==> config.mk <==
export PLATFORM = sky130hd
export DESIGN_NAME = ex_mc
export DESIGN_NICKNAME = d
export VERILOG_FILES = /design/src/rtl/ex_mc.sv
export SDC_FILE = /design/constraint.sdc
export NUM_CORES = 1
export LEC_CHECK = 0
export BUFFER_PORTS_ARGS = -buffer_cell sky130_fd_sc_hd__buf_2
export CORE_MARGIN = 1.5
export CORE_UTILIZATION = 50
export DETAILED_ROUTE_END_ITERATION = 16
export PLACE_DENSITY = 0.69
export SYNTH_ARGS = -nofsm -noshare
export SYNTH_HDL_FRONTEND = slang
export SYNTH_SLANG_ARGS = --single-unit
==> constraint.sdc <==
create_clock -name clk -period 5.9 [get_ports clk]
set_input_delay 0.59 -clock clk [delete_from_list [all_inputs] [get_ports clk]]
set_output_delay 0.59 -clock clk [all_outputs]
set_load 0.05 [all_outputs]
==> src/rtl/ex_mc.sv <==
// ex_mc -- execute stage with single-cycle ALU ops and a multi-cycle divider
//
// Purpose:
//   Computes logic, shift and add/sub results combinationally. DIV/DIVU run on
//   a radix-2 restoring divider that retires one quotient bit per cycle. The
//   stage holds the upstream pipeline through stall_req_o while dividing and
//   pulses whilo_o for one cycle with the remainder on hi_o and the quotient
//   on lo_o.
//
// Ports:
//   clk          in   rising-edge clock
//   rst          in   asynchronous reset, active-low
//   aluop_i      in   operation code
//   alusel_i     in   result group select (001 logic, 010 shift, 100 arith)
//   reg1_i       in   operand 1 / dividend / shift amount
//   reg2_i       in   operand 2 / divisor / value to shift
//   wd_i         in   destination register address
//   wreg_i       in   destination write enable
//   annul_i      in   flush, aborts an in-flight divide
//   wd_o         out  destination register address (pass-through)
//   wreg_o       out  destination write enable (pass-through)
//   wdata_o      out  GPR write data
//   whilo_o      out  HI/LO write enable, one cycle at divide completion
//   hi_o         out  remainder (valid only while whilo_o is high)
//   lo_o         out  quotient (valid only while whilo_o is high)
//   stall_req_o  out  hold upstream pipeline while dividing
module ex_mc #(
  parameter int WIDTH = 32
) (
  input  logic             clk,
  input  logic             rst,
  input  logic [7:0]       aluop_i,
  input  logic [2:0]       alusel_i,
  input  logic [WIDTH-1:0] reg1_i,
  input  logic [WIDTH-1:0] reg2_i,
  input  logic [4:0]       wd_i,
  input  logic             wreg_i,
  input  logic             annul_i,
  output logic [4:0]       wd_o,
  output logic             wreg_o,
  output logic [WIDTH-1:0] wdata_o,
  output logic             whilo_o,
  output logic [WIDTH-1:0] hi_o,
  output logic [WIDTH-1:0] lo_o,
  output logic             stall_req_o
);

  localparam int SH_W  = $clog2(WIDTH);
  localparam int CNT_W = $clog2(WIDTH + 1);
  localparam logic [CNT_W-1:0] LAST_CNT = CNT_W'(WIDTH - 1);

  localparam logic [7:0] OP_AND  = 8'h24;
  localparam logic [7:0] OP_OR   = 8'h25;
  localparam logic [7:0] OP_XOR  = 8'h26;
  localparam logic [7:0] OP_NOR  = 8'h27;
  localparam logic [7:0] OP_SLL  = 8'h7C;
  localparam logic [7:0] OP_SRL  = 8'h02;
  localparam logic [7:0] OP_SRA  = 8'h03;
  localparam logic [7:0] OP_ADDU = 8'h21;
  localparam logic [7:0] OP_SUBU = 8'h23;
  localparam logic [7:0] OP_DIV  = 8'h1A;
  localparam logic [7:0] OP_DIVU = 8'h1B;

  localparam logic [2:0] SEL_LOGIC = 3'b001;
  localparam logic [2:0] SEL_SHIFT = 3'b010;
  localparam logic [2:0] SEL_ARITH = 3'b100;

  typedef enum logic [1:0] {
    S_IDLE,
    S_BUSY,
    S_DONE
  } state_t;

  state_t           r_state;
  logic [CNT_W-1:0] r_cnt;
  logic [WIDTH-1:0] r_dividend;
  logic [WIDTH-1:0] r_divisor;
  logic [WIDTH-1:0] r_quot;
  logic [WIDTH-1:0] r_rem;
  logic             r_negQ;
  logic             r_negR;
  logic [WIDTH-1:0] r_hi;
  logic [WIDTH-1:0] r_lo;

  logic             w_isDiv;
  logic             w_start;
  logic             w_neg1;
  logic             w_neg2;
  logic [WIDTH-1:0] w_abs1;
  logic [WIDTH-1:0] w_abs2;
  logic [WIDTH:0]   w_partial;
  logic [WIDTH:0]   w_diff;
  logic             w_qBit;
  logic [WIDTH-1:0] w_remNext;
  logic [WIDTH-1:0] w_quotNext;
  logic [WIDTH-1:0] w_quotFix;
  logic [WIDTH-1:0] w_remFix;
  logic             w_valid;
  logic [WIDTH-1:0] w_result;
  logic [SH_W-1:0]  w_shamt;

  // Divide issue decode; annul blocks a start from IDLE.
  assign w_isDiv = (aluop_i == OP_DIV) || (aluop_i == OP_DIVU);
  assign w_start = (r_state == S_IDLE) && w_isDiv && !annul_i;

  // Signed mode divides magnitudes; the most negative value's magnitude is
  // still correct when read back as unsigned.
  assign w_neg1 = (aluop_i == OP_DIV) && reg1_i[WIDTH-1];
  assign w_neg2 = (aluop_i == OP_DIV) && reg2_i[WIDTH-1];
  assign w_abs1 = w_neg1 ? -reg1_i : reg1_i;
  assign w_abs2 = w_neg2 ? -reg2_i : reg2_i;

  // One restoring step: shift in the next dividend bit, trial-subtract with an
  // extra bit so a partial remainder up to 2*divisor-1 cannot overflow.
  assign w_partial  = {r_rem, r_dividend[WIDTH-1]};
  assign w_diff     = w_partial - {1'b0, r_divisor};
  assign w_qBit     = ~w_diff[WIDTH];
  assign w_remNext  = w_qBit ? w_diff[WIDTH-1:0] : w_partial[WIDTH-1:0];
  assign w_quotNext = {r_quot[WIDTH-2:0], w_qBit};
  assign w_quotFix  = r_negQ ? -w_quotNext : w_quotNext;
  assign w_remFix   = r_negR ? -w_remNext : w_remNext;

  // Divider FSM: operands latched at issue, result registered on entry to DONE.
  always_ff @(posedge clk or negedge rst) begin
    if (!rst) begin
      r_state    <= S_IDLE;
      r_cnt      <= '0;
      r_dividend <= '0;
      r_divisor  <= '0;
      r_quot     <= '0;
      r_rem      <= '0;
      r_negQ     <= 1'b0;
      r_negR     <= 1'b0;
      r_hi       <= '0;
      r_lo       <= '0;
    end else begin
      case (r_state)
        S_IDLE: begin
          if (w_start) begin
            r_dividend <= w_abs1;
            r_divisor  <= w_abs2;
            r_quot     <= '0;
            r_rem      <= '0;
            r_cnt      <= '0;
            r_negQ     <= w_neg1 ^ w_neg2;
            r_negR     <= w_neg1;
            if (reg2_i == '0) begin
              r_hi    <= reg1_i;
              r_lo    <= '1;
              r_state <= S_DONE;
            end else begin
              r_state <= S_BUSY;
            end
          end
        end
        S_BUSY: begin
          if (annul_i) begin
            r_state <= S_IDLE;
          end else begin
            r_dividend <= {r_dividend[WIDTH-2:0], 1'b0};
            r_rem      <= w_remNext;
            r_quot     <= w_quotNext;
            r_cnt      <= r_cnt + CNT_W'(1);
            if (r_cnt == LAST_CNT) begin
              r_hi    <= w_remFix;
              r_lo    <= w_quotFix;
              r_state <= S_DONE;
            end
          end
        end
        S_DONE: begin
          r_state <= S_IDLE;
        end
        default: begin
          r_state <= S_IDLE;
        end
      endcase
    end
  end

  // Single-cycle result: the op must belong to the group chosen by alusel_i,
  // anything else yields zero.
  assign w_shamt = reg1_i[SH_W-1:0];

  always_comb begin
    w_result = '0;
    case (alusel_i)
      SEL_LOGIC: begin
        case (aluop_i)
          OP_AND:  w_result = reg1_i & reg2_i;
          OP_OR:   w_result = reg1_i | reg2_i;
          OP_XOR:  w_result = reg1_i ^ reg2_i;
          OP_NOR:  w_result = ~(reg1_i | reg2_i);
          default: w_result = '0;
        endcase
      end
      SEL_SHIFT: begin
        case (aluop_i)
          OP_SLL:  w_result = reg2_i << w_shamt;
          OP_SRL:  w_result = reg2_i >> w_shamt;
          OP_SRA:  w_result = $signed(reg2_i) >>> w_shamt;
          default: w_result = '0;
        endcase
      end
      SEL_ARITH: begin
        case (aluop_i)
          OP_ADDU: w_result = reg1_i + reg2_i;
          OP_SUBU: w_result = reg1_i - reg2_i;
          default: w_result = '0;
        endcase
      end
      default: w_result = '0;
    endcase
  end

  // Outputs are forced to zero while reset is asserted; an annul in DONE
  // suppresses the HI/LO write.
  assign w_valid     = (r_state == S_DONE) && !annul_i;
  assign whilo_o     = rst && w_valid;
  assign hi_o        = (rst && w_valid) ? r_hi : '0;
  assign lo_o        = (rst && w_valid) ? r_lo : '0;
  assign stall_req_o = rst && (w_start || ((r_state == S_BUSY) && !annul_i));
  assign wdata_o     = (rst && (r_state == S_IDLE) && !w_start) ? w_result : '0;
  assign wd_o        = rst ? wd_i : 5'd0;
  assign wreg_o      = rst && wreg_i;

endmodule

=== Yosys cells after proc, flatten, opt, wreduce, memory -nomap -nowiden ===
Index checks and enable logic that the tools add are counted.

* Reduce and logical (&&, ||, !) cells: 22
* Eq/ne operators: 22
* $add $sub $neg: 8
* Mux-type cells: 39
* Shifts and indexed selects: 3
* Bitwise logic cells: 6

{| class="wikitable"
|+ Operators with widths
! cell !! number
|-
| 32-bit 2-to-1 mux || 20
|-
| 32-bit one-hot mux with 2 select lines || 5
|-
| 32-bit one-hot mux with 3 select lines || 2
|-
| 32-bit negator || 4
|-
| 32-bit one-hot mux with 4 select lines || 1
|-
| 31-bit one-hot mux with 2 select lines || 1
|-
| 8-bit by 6-bit == test with 1-bit output (second input constant) || 6
|-
| 33-bit by 32-bit subtractor with 33-bit output || 1
|-
| 32-bit adder || 1
|-
| 32-bit bitwise AND || 1
|-
| 32-bit logical NOT || 1
|-
| 32-bit inverter || 1
|-
| 32-bit bitwise OR || 1
|-
| 32-bit by 5-bit left shift with 32-bit output || 1
|-
| 32-bit by 5-bit >> shifter with 32-bit output || 1
|-
| 32-bit by 5-bit >>> shifter with 32-bit output || 1
|-
| 32-bit subtractor || 1
|-
| 32-bit bitwise XOR || 1
|-
| 31-bit 2-to-1 mux || 1
|-
| 8-bit by 2-bit == test with 1-bit output (second input constant) || 2
|-
| 8-bit by 5-bit == test with 1-bit output (second input constant) || 2
|-
| 6-bit 2-to-1 mux || 2
|-
| 6-bit one-hot mux with 2 select lines || 1
|-
| 1-bit logical AND || 11
|-
| 23 further kinds || 31
|}

* Logic and storage cells: 110
* Bits of input ports: 84
* Flip-flop bits (word level): 201

=== Logic depth before layout (Yosys ltp) ===
* Depth in word-level cells: 7
* Mapped depth: 22

=== Worst setup path before layout ===
Ideal clock, no wire load.

* Path kind: input-to-output
* Start point: input port aluop_i[1]
* End point: output port wdata_o[27]
* Data required time: 5.310 ns
* Slack: 0.126 ns
* Stages on the path: 18
* Data arrival time: 5.184 ns
* Path through: clkbuf_1 -> clkbuf_1 -> buf_1 -> nand2_1 -> o21ai_0 -> inv_1 -> ha_1 -> nor2b_1 -> o21ai_0 -> a21boi_0 -> o31ai_1 -> nand2_1 -> o21ai_0 -> a21o_1 -> and2_1 -> o211ai_1 -> xnor2_1 -> o31ai_1

* Word-level cells in the longest chain between the ends: 7
* Elaborated cells between the ends (all ways): 21
* Those cells by class: 11 x eq/ne; 5 x mux; 5 x reduce/logical

{| class="wikitable"
|+ Ends and longest elaborated chain
! element !! RTL line !! source
|-
| start: declaration || 32 || <nowiki>input logic [7:0] aluop_i,</nowiki>
|-
| parallel branches: the longest is 6 deep, another holds 32-bit one-hot mux with 4 select lines || - ||
|-
| 32-bit 2-to-1 mux (*) || 223 || <nowiki>assign wdata_o = (rst && (r_state == S_IDLE) && !w_start) ? w_result : '0;</nowiki>
|-
| end: declaration || 41 || <nowiki>output logic [WIDTH-1:0] wdata_o,</nowiki>
|}

Mark *: on every way between the ends.

=== Worst setup path in the final report ===
* Start point: input port reg2_i[0]
* End point: output port wdata_o[31]

* Word-level cells in the longest chain between the ends: 4
* Elaborated cells between the ends (all ways): 9
* Those cells by class: 2 x add/sub; 3 x shift; 4 x mux

{| class="wikitable"
|+ Ends and longest elaborated chain
! element !! RTL line !! source
|-
| start: declaration || 35 || <nowiki>input logic [WIDTH-1:0] reg2_i,</nowiki>
|-
| 32-bit subtractor (tied with other cells) || 208 || <nowiki>OP_SUBU: w_result = reg1_i - reg2_i;</nowiki>
|-
| 32-bit one-hot mux with 2 select lines / 32-bit one-hot mux with 3 select lines (equally long branches) || 206, 198 ||
|-
| 32-bit one-hot mux with 3 select lines (*) || 187 || <nowiki>case (alusel_i)</nowiki>
|-
| 32-bit 2-to-1 mux (*) || 223 ||
|}

Mark *: on every way between the ends. The rest lies on a longest branch, timed or not.

==> impl_metrics.tcl <==
set metrics [dict create \
    total_power_mw 5.01 \
    required_ps 5310 \
    ys_warn_count 0 \
    hold_viol_final 0 \
    die_w_um 212 \
    post_cts_resize_count 0 \
    start_kind "input port" \
    synth_cell_type_count 96 \
    synth.most_common_cell "nand2_1" \
    cts-root-buf "clkbuf_16" \
    period_share_pct 94.7 \
    slowest_stage "or3b_2" \
    routabilityCongestion 1.10 \
    vdd_drop_max_mv 0.162 \
    setup_tns_ps 0 \
    slew_viol_final 0 \
    vias 23200 \
    setup_viol 0 \
    p_sw_mw 1.91 \
    cap_violations 0 \
    dpl.hpwl_um 68800 \
    initial_core_util_pct 50.6 \
    syn_area_per_cell_sq_um 7.47 \
    fillers 4177 \
    netSwitchingFraction_pct 38.2 \
    ys_seq_area_share_pct 23.1 \
    synthArstFlopShare_pct 100 \
    synthesis.area_sq_um 21800 \
    clockPowerShare_pct 33.1 \
    area_growth_pct 10.8 \
    ys_top_cells_by_area "dfrtp_1 23%, ha_1 7.6%, o21ai_0 7.1%" \
    cp_max_fo 7 \
    drcViolationCount 0 \
    ios 188 \
    relSlewSlack_pct 24.5 \
    drtIter0Drc 2733 \
    clk_latency_ps 570 \
    grt_overflow 0 \
    drtPass1Iterations 6 \
    status "completed" \
    grt_usage_pct 40.2 \
    die_area_sq_um 44800 \
    netlist_instances 2912 \
    cts_made_buffers 23 \
    num_rows 76 \
    wire_per_inst_um 25.4 \
    p_int_mw 3.10 \
    grt_pass1_wl_um 136000 \
    max_stage_delay_ps 500 \
    num-nets-final 3199 \
    power.leakage_nw 10.9 \
    pwr-share-seq_pct 30.0 \
    layout-drive-gt1-share_pct 13.0 \
    cts_hold_buffers 0 \
    hold_path.class "in2async" \
    path_cells "buf_2, inv_1, ha_1, or3b_2, nand4b_1, or3_4, nor4b_2, nor2_1, xnor2_1, ha_1, nand2_1, a21boi_0, o21a_1, o21ai_0, nand2b_1, a21oi_1, and3_1, o21ai_1, a21oi_1, buf_2" \
    syn_nets 3130 \
    cp.arrival_ps 5000 \
    cts_tree "done" \
    crit_buf_inv 3 \
    skew_ps 27.9 \
    fmax_mhz 179 \
    cp_top_family "simple AND/OR/NAND/NOR gates" \
    path_class "in2out" \
    min_period_ps 5590 \
    rsz0062_at_grt "false" \
    antenna_found_initial 7 \
    grt_max_degree 121 \
    yosys.area.top_type "dfrtp_1" \
    pwr_density_cell_nw_per_um2 208 \
    tightest_slew_ps 1130 \
    drt_wl_total_um 91000 \
    drtAntennaViolNets 0 \
    path_clk_slew_ps 60 \
    cts_sinks 201 \
    die_h_um 212 \
    synth-seq-cells 201 \
    cts_setup_buffers 0 \
    end_kind "primary output" \
    ctsLongestPathBuffers 3 \
    io_buffer_count 187 \
    core_area_sq_um 43000 \
    via_per_inst 6.47 \
    pwr-share-comb_pct 36.9 \
    synth_ff_type "dfrtp_1" \
    htree_levels 1 \
    netlist.area_leader.share_pct 23.1 \
    grt_pass1_vias 21800 \
    synth_common_cells "331 x nand2_1, 307 x o21ai_0, 283 x nor2_1, 231 x a21oi_1, 201 x dfrtp_1" \
    synth_edf_count 0 \
]
power groups by stage:
stage	combinational (mW)	sequential, mW	clock [mW]
2_1_floorplan	1.25	1.51	0
3_3_place_gp	1.75	1.52	0
3_5_place_dp	1.78	1.53	0
4_1_cts	1.79	1.50	1.67
5_1_grt	1.98	1.51	1.72
6_report	1.85	1.50	1.66
routing by layer:
| layer | wire, um | global-route usage (%) |
|---|---|---|
| met5 | 27 | 0 |
| met4 | 6020 | 23.8 |
| met3 | 8800 | 6.08 |
| met2 | 40200 | 62.8 |
| met1 | 36000 | 52.8 |
logic make-up (layout without fill, tap and decap cells):
| group | after synthesis | count (layout) | share of synthesized area (%) |
|---|---|---|---|
| flops | 201 | 201 | 23.1 |
| compound gates | 864 | 864 | 24.2 |
| fa+ha+maj | 134 | 134 | 7.78 |
| other cells | 0 | 4 | 0 |
| buf+inv | 336 | 421 | 6.02 |
| simple gates | 1002 | 1002 | 21.6 |
| mux | 167 | 167 | 8.93 |
| xor+xnor | 208 | 208 | 8.37 |
through the flow:
step | util [%] | setup slack [ps] | area (sq um) | hold WS [ps] | instances
3_5_place_dp | 54.0 | 257 | 23200 | 462 | 3541
4_1_cts | 56.0 | 238 | 24100 | 3.44 | 3582
2_1_floorplan | - | 126 | 21800 | 294 | 2912
6_report | 56.1 | 311 | 24100 | 4.50 | 3586
5_1_grt | 56.1 | 1.02 | 24100 | 36.9 | 3585
3_3_place_gp | 54.0 | 334 | 23200 | 451 | 3541
final cells by class:
type / instances / area (sq um) / share of cell area [%]
Sequential cell: 201 / 5030 / 20.9
Antenna cell: 4 / 10.0 / 0.0415
Multi-Input combinational cell: 2375 / 15500 / 64.3
Tap cell: 585 / 732 / 3.04
Timing Repair Buffer: 254 / 1510 / 6.24
Clock inverter: 12 / 211 / 0.877
Clock buffer: 29 / 648 / 2.69
Inverter: 126 / 473 / 1.96
flip-flops by register name, summed over array words and instances, names as in the netlist:
register    cells
r_cnt           6
r_negQ          1
r_quot         31
r_lo           32
r_hi           32
r_rem          32
r_dividend     32
r_negR          1
r_divisor      32
r_state         2
worst paths after layout:
check / from / endpoint / slack, ps / cells after the start
worst max-delay path: reg2_i[0] / wdata_o[31] / 310 / 20
worst min-delay path: rst / r_rem[11]$_DFFE_PN0P_ / 5 / 1
worst max register to register: r_divisor[0]$_DFFE_PN0P_ / r_hi[30]$_DFFE_PN0P_ / 990 / 15
worst min register to register: r_lo[27]$_DFFE_PN0P_ / r_lo[27]$_DFFE_PN0P_ / 480 / 2
max in group asynchronous: rst / r_lo[12]$_DFFE_PN0P_ / 4880 / 2
min in group clk: reg2_i[0] / r_divisor[0]$_DFFE_PN0P_ / 450 / 3
worst reg2reg max path, cell delays in order, from the launching register on:
cell and delay [ps]:
dfrtp_1 500, ha_1 230, inv_1 60, fa_1 430
a211oi_2 300, o211ai_1 150, nand2_1 190, a211oi_2 150
o21a_4 310, nor2_8 150, buf_4 500, mux2i_1 740
o2111ai_1 340, o41ai_2 430, xor2_1 190, o22ai_1 100
cells in the final DEF, fill, tap and decap left out, types with 16 or more instances in the layout:
cell,instances
nand2_1,331
o21ai_0,306
nor2_1,280
a21oi_1,230
dfrtp_1,201
buf_2,183
xnor2_1,150
ha_1,132
mux2i_1,131
inv_1,120
and2_1,81
nand3_1,73
buf_4,66
xor2_1,58
nor3_1,49
a31oi_1,45
o211ai_1,32
o31ai_1,31
a211oi_1,31
or3_1,30
nand2b_1,24
a21o_1,23
clkbuf_16,23
nand4_1,22
mux4_2,20
and3_1,18
nor4_1,17
mux2_2,16
a221oi_1,16
(Power assumes the default switching activity.)
